**config.mk**
```make
export PLATFORM = sky130hd
export DESIGN_NAME = pipelined_complement_unit
export DESIGN_NICKNAME = d
export VERILOG_FILES = /design/src/rtl/complement_pkg.sv /design/src/rtl/complement_pipe_stage.sv /design/src/rtl/pipelined_complement_unit.sv
export SDC_FILE = /design/constraint.sdc
export NUM_CORES = 1
export LEC_CHECK = 0
export CORE_ASPECT_RATIO = 0.7
export CORE_MARGIN = 4
export CORE_UTILIZATION = 30
export CTS_CLUSTER_DIAMETER = 100
export DETAILED_ROUTE_END_ITERATION = 7
export SYNTH_ARGS = -nofsm -noshare
export SYNTH_HDL_FRONTEND = slang
export SYNTH_HIERARCHICAL = 1
export SYNTH_SLANG_ARGS = --single-unit
```
**constraint.sdc**
```tcl
create_clock -name clk -period 2.6 [get_ports clk]
set_input_delay 0.39 -clock clk [delete_from_list [all_inputs] [get_ports clk]]
set_output_delay 0.39 -clock clk [all_outputs]
set_load 0.05 [all_outputs]
```
**src/rtl/complement_pkg.sv**
```systemverilog
`default_nettype none
// ============================================================================
// Module   : complement_pkg
// Purpose  : Shared definitions for the pipelined complement unit: operation
//            mode encoding and the legal ranges of the unit's parameters.
// Revision : 1.0 - initial release
// ============================================================================
package complement_pkg;

    // Operation selector carried with each transaction
    localparam logic [1:0] MODE_PASS = 2'b00;
    localparam logic [1:0] MODE_NOT  = 2'b01;
    localparam logic [1:0] MODE_NEG  = 2'b10;
    localparam logic [1:0] MODE_ABS  = 2'b11;

    // Supported parameter ranges
    localparam int c_W_MIN      = 2;
    localparam int c_W_MAX      = 128;
    localparam int c_STAGES_MIN = 1;
    localparam int c_STAGES_MAX = 4;

endpackage : complement_pkg
`default_nettype wire

```
**src/rtl/complement_pipe_stage.sv**
```systemverilog
`default_nettype none
// ============================================================================
// Module   : complement_pipe_stage
// Purpose  : One pipeline slot of the complement unit: a valid flag plus a
//            payload register. When i_load is high the slot takes whatever
//            the upstream side offers (word or bubble); otherwise it holds.
// Ports    : clk, rst (async, active-high)
//            i_load            - slot is free or its word moves on this cycle
//            i_valid/i_payload - upstream slot (or the operation logic)
//            o_valid/o_payload - slot contents
// Revision : 1.0 - initial release
// ============================================================================
module complement_pipe_stage
    import complement_pkg::*;
#(
    parameter int PAYLOAD_W = 64
) (
    input  logic                 clk,
    input  logic                 rst,
    input  logic                 i_load,
    input  logic                 i_valid,
    input  logic [PAYLOAD_W-1:0] i_payload,
    output logic                 o_valid,
    output logic [PAYLOAD_W-1:0] o_payload
);

    logic                 r_valid;
    logic [PAYLOAD_W-1:0] r_payload;

    // The payload only changes when a real word arrives; a bubble clears the
    // valid flag but leaves the last data in place.
    always_ff @(posedge clk or posedge rst) begin
        if (rst) begin
            r_valid   <= 1'b0;
            r_payload <= '0;
        end else if (i_load) begin
            r_valid <= i_valid;
            if (i_valid) begin
                r_payload <= i_payload;
            end
        end
    end

    assign o_valid   = r_valid;
    assign o_payload = r_payload;

endmodule : complement_pipe_stage
`default_nettype wire

```
**src/rtl/pipelined_complement_unit.sv**
```systemverilog
`default_nettype none
// ============================================================================
// Module   : pipelined_complement_unit
// Purpose  : Applies PASS / NOT / NEG / ABS to a W-bit word and delivers the
//            result through STAGES valid/ready pipeline slots with bubble
//            collapsing (any empty slot lets a new word in).
// Ports    : clk, rst (async, active-high)
//            in_valid, in_ready, in_data[W-1:0], in_mode[1:0]
//            out_valid, out_ready, out_data[W-1:0]
//            out_ovf  - only when COMPLEMENT_OVF_FLAG_EN is defined; set for
//                       NEG/ABS of the minimum value (MSB only set)
// Options  : `define COMPLEMENT_OVF_FLAG_EN adds the out_ovf port and carries
//            the flag as an extra payload bit through every stage.
// Revision : 1.0 - initial release
// ============================================================================
module pipelined_complement_unit
    import complement_pkg::*;
#(
    parameter int W      = 64,
    parameter int STAGES = 2
) (
    input  logic         clk,
    input  logic         rst,
    input  logic         in_valid,
    output logic         in_ready,
    input  logic [W-1:0] in_data,
    input  logic [1:0]   in_mode,
    output logic         out_valid,
    input  logic         out_ready,
    output logic [W-1:0] out_data
`ifdef COMPLEMENT_OVF_FLAG_EN
    ,
    output logic         out_ovf
`endif
);

`ifdef COMPLEMENT_OVF_FLAG_EN
    localparam int c_OVF_W = 1;
`else
    localparam int c_OVF_W = 0;
`endif
    localparam int          c_PW   = W + c_OVF_W;
    localparam logic [W-1:0] c_ONE = {{(W-1){1'b0}}, 1'b1};
    localparam logic [W-1:0] c_MIN = {1'b1, {(W-1){1'b0}}};

    // Operation logic; the ovf flag (when present) sits above the data bits.
    // Negating the minimum value wraps back onto itself, which is exactly
    // the case the flag reports.
    function automatic logic [c_PW-1:0] f_complement(input logic [W-1:0] a,
                                                     input logic [1:0]   mode);
        logic [W-1:0] v_neg;
        logic [W-1:0] v_res;
        logic         v_ovf;
        v_neg = ~a + c_ONE;
        case (mode)
            MODE_PASS: v_res = a;
            MODE_NOT:  v_res = ~a;
            MODE_NEG:  v_res = v_neg;
            default:   v_res = a[W-1] ? v_neg : a;
        endcase
        v_ovf = ((mode == MODE_NEG) || (mode == MODE_ABS)) && (a == c_MIN);
`ifdef COMPLEMENT_OVF_FLAG_EN
        return {v_ovf, v_res};
`else
        return v_res;
`endif
    endfunction

    logic [c_PW-1:0] w_op_result;
    logic            w_valid   [STAGES];
    logic [c_PW-1:0] w_payload [STAGES];
    logic [STAGES:0] w_rdy;

    always_comb begin
        w_op_result = f_complement(in_data, in_mode);
    end

    // Slot k may load when it is empty or when slot k+1 can take its word;
    // the end of the chain is the downstream ready. Any bubble anywhere
    // therefore propagates readiness to the input.
    always_comb begin
        w_rdy         = '0;
        w_rdy[STAGES] = out_ready;
        for (int k = STAGES - 1; k >= 0; k--) begin
            w_rdy[k] = !w_valid[k] || w_rdy[k+1];
        end
    end

    for (genvar k = 0; k < STAGES; k++) begin : g_stage
        logic            w_src_valid;
        logic [c_PW-1:0] w_src_payload;

        if (k == 0) begin : g_head
            assign w_src_valid   = in_valid;
            assign w_src_payload = w_op_result;
        end else begin : g_tail
            assign w_src_valid   = w_valid[k-1];
            assign w_src_payload = w_payload[k-1];
        end

        complement_pipe_stage #(
            .PAYLOAD_W (c_PW)
        ) u_stage (
            .clk       (clk),
            .rst       (rst),
            .i_load    (w_rdy[k]),
            .i_valid   (w_src_valid),
            .i_payload (w_src_payload),
            .o_valid   (w_valid[k]),
            .o_payload (w_payload[k])
        );
    end

    // Held low throughout reset even though the slots read as empty
    assign in_ready  = !rst && w_rdy[0];
    assign out_valid = w_valid[STAGES-1];
    assign out_data  = w_payload[STAGES-1][W-1:0];
`ifdef COMPLEMENT_OVF_FLAG_EN
    assign out_ovf   = w_payload[STAGES-1][W];
`endif

endmodule : pipelined_complement_unit
`default_nettype wire

```
==> flow_metrics.env, run 1 <==
export IMPL_ys_warn_count=6
export IMPL_wl_per_cell_microns=18.5
export IMPL_critPathCaptureType="flop"
export IMPL_final_core_util_pct=45.2
export IMPL_powerDensity_nw_per_um2=846
export IMPL_routed_wl_microns=22000
export IMPL_die_w_microns=195
export IMPL_maxCapViolations=0
export IMPL_p_leak_nw=4.92
export IMPL_drc=0
export IMPL_drtIter0Drc=297
export IMPL_synth_top_cells_by_area="dfrtp_1 44%, mux2_4 20%, mux2_2 4.6%"
export IMPL_cts_num_sinks=130
export IMPL_fillCellCount=2255
export IMPL_antenna_found_initial=2
export IMPL_portBuffers=135
export IMPL_initial_utilization_pct=30.8
export IMPL_fin_cells=1191
export IMPL_yosysTopAreaCellShare_pct=44.2
export IMPL_drtPass1Iterations=5
export IMPL_synthTopCellsByCount="130 x dfrtp_1, 98 x mux2_4, 31 x nor2_1, 31 x xor2_1, 30 x mux2_2"
export IMPL_async_flop_share_pct=100
export IMPL_outcome="completed"
export IMPL_n_antenna_cell=0
export IMPL_peakVddDrop_v=0.000566
export IMPL_cts_tree="built"
export IMPL_tightestPinTransition_ns=0.558
export IMPL_path_clk_slew_ns=0.06
export IMPL_synth_area_sq_um=7350
export IMPL_pwr_share_seq_pct=32.7
export IMPL_p_int_mw=5.72
export IMPL_grt_max_degree=66
export IMPL_drive_gt1_share_pct=40.4
export IMPL_min_period_ns=2.54
export IMPL_place_hpwl_microns=16600
export IMPL_grtUsageTotal_pct=16.3
export IMPL_holdCritPathClass="input pin to asynchronous set/reset pin"
export IMPL_holdWs_ns=0.402
export IMPL_power_switching_mw=3.41
export IMPL_ys_seq_area_share_pct=44.2
export IMPL_routed_via_count=5622
export IMPL_critPathKind="input pin to flop"
export IMPL_worst_ep_arrival_time_ns=2.86
export IMPL_pin_count=136
export IMPL_dp_cells=1155
export IMPL_yosysUniqueCellTypes=59
export IMPL_cts_buffers=17
export IMPL_grt_pass1_wl_microns=34800
export IMPL_fin_skew_ns=0.00732
export IMPL_synth_flop_cell="dfrtp_1"
export IMPL_required_ns=2.92
export IMPL_fmax_mhz=393
export IMPL_dieArea_sq_um=27100
export IMPL_synth_nets=671
export IMPL_synth_edf_count=0
export IMPL_setup_viol=0
export IMPL_grt_overflow=0
export IMPL_place_gp_congestion=0.902
export IMPL_grt_pass1_vias=6030
export IMPL_syn_avg_cell_area_sq_um=12.3
export IMPL_crit_path_start_kind="input pin"
export IMPL_yosys_area_top_type="dfrtp_1"
export IMPL_ys_ff_latch=130
export IMPL_cp_max_fo=7
export IMPL_cts_htree_levels=4
export IMPL_syn_inst=599
export IMPL_switching_share_pct=37.4
export IMPL_layout_nets=932
export IMPL_hold_buffers=0
export IMPL_hold_viol_final=0
export IMPL_fin_ws_ns=0.0553
export IMPL_root_buffer="clkbuf_16"
export IMPL_routed_via_density=4.72
export IMPL_core_area_sq_um=23900
export IMPL_ant_nets=0
export IMPL_p_comb_share_pct=41.5
export IMPL_clockBufferDepth=2
export IMPL_pwr_share_clk_pct=25.8
export IMPL_fp_dieH_microns=139
export IMPL_clk_insertion_delay_late_ns=0.43
export IMPL_relSlewSlack_pct=62.7
export IMPL_yosysMostFrequentCell="dfrtp_1"
export IMPL_finalCritPeriodShare_pct=97.9
export IMPL_dp_slack_ns=-0.639
export IMPL_report_final_slew_viol_count=0
export IMPL_area_delta_synth_final_pct=46.8
export IMPL_rows=47
[power by group through the flow]
stage	Sequential, mW	Clock, mW	Combinational [mW]
2_1_floorplan	4.23	0	1.22
3_3_place_gp	3.00	0	3.77
3_5_place_dp	3.01	0	3.79
4_1_cts	2.99	2.43	3.81
5_1_grt	3.07	2.52	3.96
6_report	2.99	2.36	3.79
[cell type report]
cell class                 count  area, sq um  share of cell area [%]
multi-input combinational    423         4010                    37.2
inverter                      13         48.8                   0.452
timing repair buffer         275         2500                    23.2
sequential                   130         3250                    30.1
clock buffer                  20          447                    4.14
tap                          318          398                    3.69
clock inverter                12          133                    1.23
[layout by cell type (no fill, tap or decap), drive strengths merged, types with 4 or more instances in the layout]
master / n
buf: 141
dfrtp: 130
mux2: 128
clkdlybuf4s50: 95
xor2: 31
nor2: 31
xnor2: 25
a21oi: 24
nor4: 24
dlymetal6s2s: 23
o21ai: 21
clkbuf: 20
nand2: 19
nor3: 17
inv: 15
or3: 15
dlygate4sd2: 14
or4: 11
nand2b: 9
a31oi: 9
nand3: 8
clkinv: 8
nand4: 5
or2: 5
o31ai: 5
o41ai: 5
nor2b: 4
a211oi: 4
[final timing paths]
| path | startpoint | endpoint | slack (ns) | cells after the start |
|---|---|---|---|---|
| setup / recovery | in_data[5] | g_stage[0].u_stage/o_payload[56] | 0.06 | 9 |
| hold / removal | rst | g_stage[0].u_stage/o_payload[34] | 0.40 | 2 |
| setup reg to reg | g_stage[0].u_stage/o_valid | g_stage[0].u_stage/o_payload[13] | 1.00 | 4 |
| hold reg to reg | g_stage[0].u_stage/o_payload[20] | g_stage[1].u_stage/o_payload[20] | 0.50 | 1 |
| max in group asynchronous | rst | g_stage[0].u_stage/o_payload[20] | 1.56 | 3 |
| min in group clk | in_data[18] | g_stage[0].u_stage/o_payload[18] | 0.46 | 4 |
[registers in the layout (all words and copies together) (netlist names)]
register	cells
g_stage.u_stage/o_payload	128
g_stage.u_stage/o_valid	2
[worst max-delay path, stage by stage]
cell and delay, ns:
clkdlybuf4s50_1 0.43, or4_4 0.61, nor4_4 0.18, buf_4 0.16
nand4_1 0.10, buf_4 0.18, o41a_1 0.41, xor2_1 0.14
mux2_4 0.26
[logic make-up (layout without fill, tap and decap cells)]
family	after synthesis	after routing	share of synthesized area (%)
AOI/OAI and AO/OA	81	81	7.21
xor gates and xnor gates	56	56	6.67
adders and majority gates	2	2	0.340
buffers and inverters	46	320	4.15
DFF	130	130	44.2
muxes	129	129	24.7
and+or+nand+nor	155	155	12.6
[per-layer routing]
layer | track usage (%) | part of all wire (%) | vias up | wire length, microns
li1 | - | - | 2709 | -
met1 | 24.3 | 52 | 2753 | 11400
met2 | 23.1 | 42 | 139 | 9180
met3 | 4.71 | 5.5 | 17 | 1200
met4 | 4.19 | 0.93 | 4 | 205
met5 | 0 | 0.064 | - | 14
[stage by stage]
step           instance area, sq um  power [mW]   TNS (ns)
2_1_floorplan                  7370        5.45     -0.169
6_report                      10800        9.13          0
3_3_place_gp                   9940        6.78     -20.58
4_1_cts                       10600        9.23          0
5_1_grt                       10800        9.55  -0.000773
3_5_place_dp                   9940        6.81     -21.57
[repair_timing]
action | 4_1_cts | 5_1_grt
setup endpoints to repair | 24 | 22
pin swaps | 13 | 17
resized for setup | 32 | 46
buffers inserted | 1 | 3
No activity file was read; power rests on OpenSTA's default activity.
==> inputs of run 2 (changes only) <==
--- a/config.mk
+++ b/config.mk
@@ -10,6 +10,7 @@
 export CORE_UTILIZATION = 30
 export CTS_CLUSTER_DIAMETER = 100
 export DETAILED_ROUTE_END_ITERATION = 7
+export SLEW_MARGIN = 5
 export SYNTH_ARGS = -nofsm -noshare
 export SYNTH_HDL_FRONTEND = slang
 export SYNTH_HIERARCHICAL = 1
==> results of run 2 <==
Final layout, timing and power as in run 1 (identical DEF).
